File: config.mk
export PLATFORM = sky130hd
export DESIGN_NAME = atm_controller
export DESIGN_NICKNAME = d
export VERILOG_FILES = /design/src/rtl/atm_controller.sv
export SDC_FILE = /design/constraint.sdc
export NUM_CORES = 1
export LEC_CHECK = 0
export CORE_AREA = 8 8 132 134
export DETAILED_ROUTE_END_ITERATION = 10
export DIE_AREA = 0 0 140 142
export GPL_TIMING_DRIVEN = 1
export PLACE_DENSITY = 0.86
export SYNTH_ARGS = -nofsm -noshare
export SYNTH_HDL_FRONTEND = slang
export SYNTH_SLANG_ARGS = --single-unit
File: constraint.sdc
create_clock -name CLK -period 6.7 [get_ports CLK]
set_input_delay 0.67 -clock CLK [delete_from_list [all_inputs] [get_ports CLK]]
set_output_delay 0.67 -clock CLK [all_outputs]
set_load 0.05 [all_outputs]
File: src/rtl/atm_controller.sv
// ATM transaction controller: card/PIN sequencing with retry warning and lockout,
// plus deposit/withdrawal against a registered 64-bit balance.
module atm_controller #(
  parameter logic [63:0] BALANCE_INICIAL = 64'd5000,
  parameter int          MAX_INTENTOS    = 3
) (
  input  logic        CLK,
  input  logic        RESET,
  input  logic        TARJETA_RECIBIDA,
  input  logic [15:0] PIN,
  input  logic [3:0]  DIGITO,
  input  logic        DIGITO_STB,
  input  logic        TIPO_TRANS,
  input  logic [31:0] MONTO,
  input  logic        MONTO_STB,
  output logic        PIN_INCORRECTO,
  output logic        ADVERTENCIA,
  output logic        BLOQUEO,
  output logic        BALANCE_ACTUALIZADO,
  output logic        ENTREGAR_DINERO,
  output logic        FONDOS_INSUFICIENTES,
  output logic [63:0] BALANCE
);

  localparam int IW = $clog2(MAX_INTENTOS + 1);

  typedef enum logic [2:0] {S_IDLE, S_PIN, S_CHECK, S_WAIT, S_DONE, S_LOCK} state_t;

  state_t        state_q, state_d;
  logic [1:0]    cnt_q, cnt_d;
  logic [15:0]   sr_q, sr_d;
  logic [IW-1:0] int_q, int_d;
  logic          pinc_q, pinc_d, adv_q, adv_d, bloq_q, bloq_d;
  logic          act_q, act_d, ent_q, ent_d, fond_q, fond_d;
  logic [63:0]   bal_q, bal_d;

  function automatic logic [63:0] sat_add(input logic [63:0] a, input logic [31:0] b);
    logic [64:0] s;
    s = {1'b0, a} + {33'b0, b};
    return s[64] ? {64{1'b1}} : s[63:0];
  endfunction

  always_ff @(posedge CLK or negedge RESET) begin
    if (!RESET) begin
      state_q <= S_IDLE;
      cnt_q   <= '0;
      sr_q    <= '0;
      int_q   <= '0;
      pinc_q  <= 1'b0;
      adv_q   <= 1'b0;
      bloq_q  <= 1'b0;
      act_q   <= 1'b0;
      ent_q   <= 1'b0;
      fond_q  <= 1'b0;
      bal_q   <= BALANCE_INICIAL;
    end else begin
      state_q <= state_d;
      cnt_q   <= cnt_d;
      sr_q    <= sr_d;
      int_q   <= int_d;
      pinc_q  <= pinc_d;
      adv_q   <= adv_d;
      bloq_q  <= bloq_d;
      act_q   <= act_d;
      ent_q   <= ent_d;
      fond_q  <= fond_d;
      bal_q   <= bal_d;
    end
  end

  always_comb begin
    state_d = state_q;
    cnt_d   = cnt_q;
    sr_d    = sr_q;
    int_d   = int_q;
    adv_d   = adv_q;
    bloq_d  = bloq_q;
    bal_d   = bal_q;
    pinc_d  = 1'b0;
    act_d   = 1'b0;
    ent_d   = 1'b0;
    fond_d  = 1'b0;
    case (state_q)
      S_IDLE: begin
        if (TARJETA_RECIBIDA) begin
          state_d = S_PIN;
          cnt_d   = '0;
          sr_d    = '0;
        end
      end
      // Card removal outranks any strobe arriving in the same cycle.
      S_PIN: begin
        if (!TARJETA_RECIBIDA) begin
          state_d = S_IDLE;
        end else if (DIGITO_STB) begin
          sr_d  = {sr_q[11:0], DIGITO};
          cnt_d = cnt_q + 2'd1;
          if (cnt_q == 2'd3) state_d = S_CHECK;
        end
      end
      S_CHECK: begin
        if (!TARJETA_RECIBIDA) begin
          state_d = S_IDLE;
        end else if (sr_q == PIN) begin
          int_d   = '0;
          adv_d   = 1'b0;
          state_d = S_WAIT;
        end else begin
          pinc_d = 1'b1;
          int_d  = int_q + IW'(1);
          adv_d  = (int_d == IW'(MAX_INTENTOS - 1));
          if (int_d == IW'(MAX_INTENTOS)) begin
            state_d = S_LOCK;
            bloq_d  = 1'b1;
          end else begin
            state_d = S_PIN;
            cnt_d   = '0;
          end
        end
      end
      S_WAIT: begin
        if (!TARJETA_RECIBIDA) begin
          state_d = S_IDLE;
        end else if (MONTO_STB) begin
          state_d = S_DONE;
          if (!TIPO_TRANS) begin
            bal_d = sat_add(bal_q, MONTO);
            act_d = 1'b1;
          end else if ({32'b0, MONTO} <= bal_q) begin
            bal_d = bal_q - {32'b0, MONTO};
            act_d = 1'b1;
            ent_d = 1'b1;
          end else begin
            fond_d = 1'b1;
          end
        end
      end
      S_DONE: begin
        if (!TARJETA_RECIBIDA) state_d = S_IDLE;
      end
      S_LOCK: ;
      default: state_d = S_IDLE;
    endcase
  end

  assign PIN_INCORRECTO       = pinc_q;
  assign ADVERTENCIA          = adv_q;
  assign BLOQUEO              = bloq_q;
  assign BALANCE_ACTUALIZADO  = act_q;
  assign ENTREGAR_DINERO      = ent_q;
  assign FONDOS_INSUFICIENTES = fond_q;
  assign BALANCE              = bal_q;

endmodule

# Word level (Yosys, flattened, before mapping)
# Cells that the tools add are included.
# op_classes
n_addsub,4
muxes,44
n_bitwise,2
reduce_logical,9
n_lt_le_gt_ge,1
n_eq_ne,20
# op_table
op,n
64-bit two-way mux,3
64-bit by 32-bit adder with 65-bit output,1
32-bit by 64-bit less-or-equal comparator with 1-bit output,1
64-bit by 32-bit subtractor with 64-bit output,1
16-bit two-way mux,3
16-bit one-hot mux with 2 select lines,1
3-bit two-way mux,10
1-bit two-way mux,18
3-bit one-hot mux with 6 select lines,1
16-bit == test,1
2-bit two-way mux,7
"2-bit inequality test, second input constant",7
4-bit AND reduction,3
"3-bit inequality test, second input constant",3
7-bit AND reduction,1
"2-bit == test, second input constant",3
"3-bit by 2-bit == test with 1-bit output, second input constant",2
"3-bit == test, second input constant",2
2-bit one-hot mux with 3 select lines,1
6-bit AND reduction,1
"2-bit by 1-bit adder with 2-bit output, second input constant",2
"3-bit by 1-bit == test with 1-bit output, second input constant",1
3-bit zero test,1
3-bit nonzero test,1
4 further kinds,5
# totals
word_cells,91
out_inout_bits,70
reg_bits,93
inputBits,58

# Depth between registers and ports, before layout
# Gate-level depths: netlist (run 1).
# depth
depth_word,6
depth_mapped,15
ltp_nobuf,14

# Worst setup path after synthesis (run 1)
# OpenSTA, ideal clock, no wires.
# synth_timing
kind,input port to flip-flop
startpoint,in MONTO[0]
endpoint,"reg bal_q[55], in the netlist BALANCE[55]"
setup_slack_ns,3.079
arrival_ns,3.493
setup_time_ns,0.128
required_ns,6.572
n_path_buf,2
path_stages,13
path_cell_list,ha_1 -> fa_1 -> nor2b_1 -> o311ai_1 -> a2111oi_2 -> nor3_1 -> o31ai_2 -> a211oi_2 -> or4_1 -> clkbuf_1 -> buf_2 -> nand2_1 -> mux2_1
# synth_via
elab_chain_len,3
word_cells_on_any_way,8
cone_classes,2 x add/sub; 1 x order compare; 1 x eq/ne; 3 x mux; 1 x reduce/logical
# synth_rtl
item,line_no,rtl
from (decl),14,"input logic [31:0] MONTO,"
"32-bit by 64-bit less-or-equal comparator with 1-bit output, or another cell as far along",129,"end else if ({32'b0, MONTO} <= bal_q) begin"
"2-bit by 1-bit inequality test with 1-bit output (no line), or another cell as far along",n/a,
4-bit AND reduction (no line) or 64-bit two-way mux (tied branches),n/a,
to (signal assigned),67,bal_q <= bal_d;
to (decl),35,"logic [63:0] bal_q, bal_d;"
# Several ways; a longest one is shown, not always the timed one. The select of a mux whose other input is x is not followed.
# A chain may end at the register's enable or synchronous reset.

# Worst setup path in the final report (run 1)
# layout_timing
startpoint,in MONTO[9]
endpoint,"reg bal_q[61], in the netlist BALANCE[61]"
# The elaborated chain is that of the path after synthesis.

==> run_results.csv, run 1 <==
group,metric,value,unit
detailed_routing,post_drt_wl_per_cell,19.9,um
grt,grt_pass1_wl,46900,um
cts,cts_tree,"yes",
cts,cts_buffer_depth,2,
grt,antenna_found_initial,0,
cells_and_area,fin_cells,1465,
setup_path,worstReg2RegStart,"BALANCE[9]",
setup_path,slowest_delay,0.76,ns
die,die_h,142,um
setup_path,cp_slowest_cell,"inv_2",
timing,period_minus_slack,4.82,ns
setup_path,reg2reg_slack,2.31,ns
grt,grt_max_degree,76,
die,io_pins,128,
timing,fin_setup_tns,0,ns
power_and_ir_drop,finalPower,4.30,mW
logic_synthesis,ys_seq_area_share,25.6,%
logic_synthesis,netlist_instances,1190,
setup_path,critical_path.most_common_cell,"a211oi_1",
detailed_routing,drcViolationCount,0,
cts,cts_resized,0,
timing,rsz0062_at_grt,"no",
setup_path,critPathMaxFanout,58,
hold_path,min_path_type,"in -> async",
cts,hold_buffers,0,
logic_synthesis,synth_fp_nets,1317,
logic_synthesis,synth_ff_type,"dfrtp_1",
place,hpwlAfterDp,21800,um
timing,drv_slew,0,
flow_run,cap_violations,0,
die,dieArea,0.0199,mm2
detailed_routing,vias_per_cell,6.47,
power_and_ir_drop,ir_worst_vdd,0.251,mV
setup_path,crit_path_end_kind,"register",
place,place_congestion,0.979,
detailed_routing,drt_first_iter_violations,1041,
die,die_w,140,um
setup_path,path_buf_inv,3,
detailed_routing,ant_nets,0,
setup_path,cp.required,6.95,ns
power_and_ir_drop,power_density,403,mW/mm2
timing,slew_headroom,29.6,%
cts,cts.clk_slew.worst_paths,0.08,ns
logic_synthesis,synth_top_area_cell,"dfrtp_1",
timing,finalHoldViolCount,0,
cells_and_area,n_antenna_cell,0,
cells_and_area,regArea,0.00233,mm2
cells_and_area,layout-drive-gt1-share,5.11,%
logic_synthesis,synth_seq_cells,93,
outcome,status,"complete, no violations",
detailed_routing,firstDrtPassIters,8,
cells_and_area,multi_input_area,0.00618,mm2
timing,tightest_slew,1.06,ns
die,row_count,46,
cells_and_area,nets,1395,
cts,cts.htree.levels,3,
grt,grt.overflow.total,0,
cts,clockRootBuffer,"clkbuf_16",
logic_synthesis,ys_warn_count,0,
setup_path,arrival,5.07,ns
cts,cts_buffers,9,
place,place_inst,1449,
logic_synthesis,avgSynthCellArea,7.66,um2
place,portBuffers,127,
timing,fmax,207,MHz
grt,groute.usage.overall,28.8,%
power_and_ir_drop,p_leak,4.60,nW
timing,skew,0.00942,ns
grt,grt_pass1_vias,8874,
setup_path,cp_cell_sequence,"clkdlybuf4s50_1, inv_1, ha_1, a21oi_1, o31ai_1, a211oi_1, a211oi_1, o21a_1, a211o_1, nand2_2, inv_2, nand4_1, o21ai_0, mux2_2",
setup_path,setup.worst_path.start_class,"input port",
logic_synthesis,synth-async-reset-ratio,100,%
logic_synthesis,synth_edf_count,0,
timing,finalSetupViolCount,0,
logic_synthesis,yosysTopAreaCellShare,24.2,%
setup_path,r2r_cells,12,
logic_synthesis,synth.distinct_cells,93,
timing,fin_hold_ws,0.218,ns
die,fp.coreArea,0.0154,mm2
cells_and_area,area_growth_syn_to_layout,17.2,%
cts,cts_setup_buffers,0,
cts,clk_latency,0.37,ns
timing,fin_crit_sh,72.0,%
setup_path,path_delay_family,"compound AO/OA/AOI/OAI gates",
cts,cts.sinks,93,
logic_synthesis,synth_area_leaders,"dfrtp_1 24%, ha_1 9.2%, a21oi_1 5.8%, nor2_1 4.8%, nand2_1 4.7%",
logic_synthesis,syn_area,0.00911,mm2
die,start_util,59.1,%
setup_path,crit_type,"in -> reg",
setup_path,reg2reg_to,"BALANCE[61]",
detailed_routing,vias,9472,
detailed_routing,drt-total-wl,29100,um
cells_and_area,fill_cells,1281,
-- stage by stage --
step | area [um2] | util (%) | setup slack (ns)
6_report | 10700 | 69.2 | 1.88
5_1_grt | 10700 | 69.2 | 1.58
4_1_cts | 10700 | 69.2 | 2.01
3_5_place_dp | 10400 | 67.2 | 1.64
3_3_place_gp | 10400 | 67.2 | 1.64
2_1_floorplan | 9110 | - | 3.08
-- cells in the final DEF (no fill, tap or decap), types with 10 or more instances in the layout --
cell type	instances
clkdlybuf4s50_1	125
nor2_1	117
nand2_1	114
a21oi_1	105
dfrtp_1	88
inv_1	74
ha_1	67
o21ai_0	64
xnor2_1	42
nand3_1	37
nor3_1	36
nand4_1	27
a21o_1	18
nor4_1	18
nor2b_1	17
a31oi_1	17
a22o_1	17
a211oi_1	16
and3_1	15
nand2b_1	13
o31ai_1	12
o21a_1	12
or3_1	12
and2_1	10
-- cells by family after synthesis --
logic type	after synthesis	share of synthesized area, %
fa+ha+maj	69	9.64
mux	21	2.51
compound gates	356	25.9
xor+xnor	49	4.71
buf+inv	144	6.60
flops	93	25.6
simple gates	458	25.1
-- cell usage after synthesis, drive strengths merged (6+ instances only) --
cell type and count:
o21ai 68, o21a 12, nand4 27, and2 10, or3 13, a22o 17
a221oi 7, o211ai 9, nand3 38, a211oi 18, nand2b 13, xor2 7
nor2 120, dfrtp 88, a31oi 17, o31ai 14, nand2 116, a2111oi 6
o22ai 6, xnor2 42, nor2b 17, clkbuf 31, o21bai 9, buf 37
or2 6, nor3 36, a21o 18, ha 67, and3 15, mux2i 9
nor4 19, or4 9, and4 7, inv 75, a21oi 105, mux2 12
-- worst max path at each step --
stage,to,start,depth (start not counted),slack (ns)
CTS,BALANCE[61],MONTO[9],14,2.01
global route,BALANCE[61],MONTO[9],14,1.58
detailed placement,BALANCE[61],MONTO[9],14,1.64
floorplan,BALANCE[55],MONTO[0],13,3.08
finish,BALANCE[61],MONTO[9],14,1.88
global placement,BALANCE[61],MONTO[9],14,1.64
-- per-layer routing --
layer  global-route usage [%]  vias up  share of wire (%)  wire, um
li1                         -     4491                  -         -
met1                     38.3     4444                 43     12600
met2                     45.3      479                 45     13100
met3                     7.04       58                9.6      2780
met4                     8.97        0                2.1       616
met5                        0        -                  0         0
-- flip-flops by register name, summed over array words and instances, names as in the netlist --
| name | count |
|---|---|
| state_q | 3 |
| sr_q | 16 |
| PIN_INCORRECTO | 1 |
| cnt_q | 2 |
| BLOQUEO | 1 |
| BALANCE_ACTUALIZADO | 1 |
| ADVERTENCIA | 1 |
| BALANCE | 64 |
| int_q | 2 |
| FONDOS_INSUFICIENTES | 1 |
| ENTREGAR_DINERO | 1 |
-- worst reg2reg max path, cell delays in order, from the launching register on --
cell      delay (ns)
dfstp_2         0.56
ha_1            0.44
a21oi_1         0.19
o31ai_1         0.40
a211oi_1        0.15
a211oi_1        0.28
o21a_1          0.33
a211o_1         0.18
nand2_2         0.07
inv_2           0.76
nand4_1         0.26
o21ai_0         0.29
mux2_2          0.37
-- where the power goes --
| group | internal [mW] | switching (mW) | total, mW |
|---|---|---|---|
| Sequential | 0.716 | 0.190 | 0.906 |
| Clock | 0.270 | 0.283 | 0.553 |
| Combinational | 1.03 | 1.82 | 2.84 |
-- area by class of cell --
| cell class | count | area share [%] |
|---|---|---|
| multi-input combinational | 953 | 57.8 |
| sequential | 93 | 21.8 |
| timing repair buffer | 135 | 12.4 |
| inverter | 76 | 2.67 |
| tap | 192 | 2.25 |
| clock buffer | 9 | 2.11 |
| clock inverter | 7 | 0.879 |
No activity file was read; power rests on OpenSTA's default activity.
==> run 2: changes to the inputs <==
==> config.mk (replaced) <==
export PLATFORM = sky130hd
export DESIGN_NAME = atm_controller
export DESIGN_NICKNAME = d
export VERILOG_FILES = /design/src/rtl/atm_controller.sv
export SDC_FILE = /design/constraint.sdc
export NUM_CORES = 1
export LEC_CHECK = 0
export CORE_AREA = 8 8 136 138
export DETAILED_ROUTE_END_ITERATION = 10
export DIE_AREA = 0 0 144 146
export GPL_TIMING_DRIVEN = 1
export PLACE_DENSITY = 0.82
export SYNTH_ARGS = -nofsm -noshare
export SYNTH_HDL_FRONTEND = slang
export SYNTH_SLANG_ARGS = --single-unit
==> constraint.sdc (replaced) <==
create_clock -name CLK -period 4.7 [get_ports CLK]
set_input_delay 0.47 -clock CLK [delete_from_list [all_inputs] [get_ports CLK]]
set_output_delay 0.47 -clock CLK [all_outputs]
set_load 0.05 [all_outputs]
==> run 2 against run 1 <==
Flip-flop and latch count unchanged. Final area up 2.1%. Largest cell class unchanged. Register-to-register slack worse by 1.7 ns. Sequential share of layout area down 0.45 points. Global-route usage down 0.99 points. Via count up 1.3%. Worst hold slack worse by 0.020 ns. Critical endpoint is now BALANCE[62]. Clock power up 42%.
==> run_results.csv, run 2 (synthesis gave the netlist of run 1 again) <==
group,metric,value,unit
timing,fin_setup_tns,0,ns
timing,fmax,234,MHz
timing,drv_slew,0,
timing,fin_crit_sh,91.1,%
power_and_ir_drop,power_density,569,mW/mm2
grt,antenna_found_initial,0,
setup_path,crit_path_end_kind,"register",
flow_run,cap_violations,0,
setup_path,setup.worst_path.start_class,"input port",
power_and_ir_drop,sw_frac_of_total,52.8,%
cells_and_area,nets,1417,
die,die_h,146,um
detailed_routing,drt-total-wl,29600,um
grt,groute.usage.overall,27.8,%
power_and_ir_drop,p_seq_share,20.7,%
cells_and_area,multi_input_area,0.00618,mm2
timing,period_minus_slack,4.28,ns
timing,finalSetupViolCount,0,
timing,finalHoldViolCount,0,
cts,cts_setup_buffers,0,
detailed_routing,vias,9592,
detailed_routing,vias_per_cell,6.33,
cts,clockRootBuffer,"clkbuf_16",
cts,cts_tree,"yes",
setup_path,crit_type,"in -> reg",
cells_and_area,largest_register_ffs,64,
setup_path,arrival,4.54,ns
timing,slew_headroom,43.8,%
cells_and_area,fill_cells,1433,
place,place_inst,1499,
cells_and_area,n_antenna_cell,0,
place,hpwlAfterDp,22200,um
hold_path,min_path_type,"in -> async",
power_and_ir_drop,p_clk_share,12.7,%
die,die_w,144,um
timing,tightest_slew,0.835,ns
cells_and_area,fin_cells,1515,
timing,skew,0.0109,ns
cells_and_area,layout-drive-gt1-share,6.72,%
cts,clk_latency,0.37,ns
cts,cts_buffers,9,
cts,cts_resized,0,
cells_and_area,regArea,0.00233,mm2
cts,cts.clk_slew.worst_paths,0.08,ns
detailed_routing,drcViolationCount,0,
power_and_ir_drop,switching_power,3.28,mW
cells_and_area,final_cell_mix,"125 x clkdlybuf4s50_1, 117 x nor2_1, 114 x nand2_1, 105 x a21oi_1, 88 x dfrtp_1",
die,fp.coreArea,0.0163,mm2
place,portBuffers,127,
detailed_routing,drt_first_iter_violations,1135,
cts,hold_buffers,0,
grt,grt_pass1_wl,47500,um
die,dieArea,0.0210,mm2
timing,rsz0062_at_grt,"no",
grt,grt_pass1_vias,9110,
detailed_routing,firstDrtPassIters,6,
cells_and_area,layout_commonest_cell,"clkdlybuf4s50_1",
detailed_routing,ant_nets,0,
power_and_ir_drop,p_comb_share,66.6,%
die,row_count,47,
power_and_ir_drop,p_leak,4.71,nW
place,place_congestion,0.985,
die,io_pins,128,
die,start_util,55.9,%
cts,cts.sinks,93,
setup_path,critPathMaxFanout,13,
grt,grt_max_degree,61,
outcome,status,"complete, no violations",
cts,cts_buffer_depth,2,
setup_path,cp.required,4.96,ns
power_and_ir_drop,p_int,2.93,mW
grt,grt.overflow.total,0,
power_and_ir_drop,ir_worst_vdd,0.398,mV
cts,cts.htree.levels,3,
detailed_routing,post_drt_wl_per_cell,19.5,um
cells_and_area,area_growth_syn_to_layout,19.6,%
run 2: cell type report:
type                       instances  share of cell area, %
clock buffer                       9                   2.07
clock inverter                     7                  0.838
inverter                          76                   2.62
multi-input combinational        953                   56.7
sequential                        93                   21.4
tap                              220                   2.52
timing repair buffer             157                   13.9
run 2: metrics by stage:
stage	util, %	total power, mW	hold slack (ns)	setup WS [ns]	area (um2)
after global placement	65.0	5.30	0.439	0.206	10600
after detailed placement	65.0	5.34	0.455	0.132	10600
after global routing	66.9	6.61	0.271	0.245	10900
final	66.9	6.21	0.199	0.420	10900
after CTS	66.9	6.14	0.233	0.516	10900
after floorplan	-	4.18	0.174	1.10	9110
run 2: critical path, stage by stage:
cell and delay (ns):
clkdlybuf4s50_1 0.49, inv_1 0.05, ha_1 0.43, nor2_1 0.25, nand3_1 0.15, a2111oi_2 0.49, nor3_1 0.20, o31ai_2 0.33
a211oi_2 0.12, buf_4 0.21, o31ai_2 0.56, nor2_1 0.25, and3_1 0.24, a221oi_1 0.29
run 2: path summary, 6_finish.rpt:
check	from	slack, ns	to	cells after the start
setup / recovery	MONTO[12]	0.42	BALANCE[62]	14
max in group asynchronous	RESET	3.56	BALANCE[43]	2
hold reg to reg	BLOQUEO	0.47	BLOQUEO	1
hold / removal	RESET	0.20	BALANCE[6]	1
min in group CLK	BLOQUEO	0.47	BLOQUEO	1
setup reg to reg	BALANCE[12]	0.59	BALANCE[62]	12
run 2: power by group through the flow:
stage          clock (mW)  sequential, mW  combinational (mW)
2_1_floorplan           0            1.78                2.39
3_3_place_gp            0            1.29                4.01
3_5_place_dp            0            1.29                4.04
4_1_cts             0.793            1.28                4.07
5_1_grt             0.824            1.32                4.47
6_report            0.786            1.28                4.14
run 2: metal layers:
layer	vias to the layer above	global-route usage, %	share of wire [%]
li1	4522	-	-
met1	4531	37.6	43
met2	488	42.8	45
met3	51	6.04	10
met4	0	9.21	2.2
met5	-	0	0
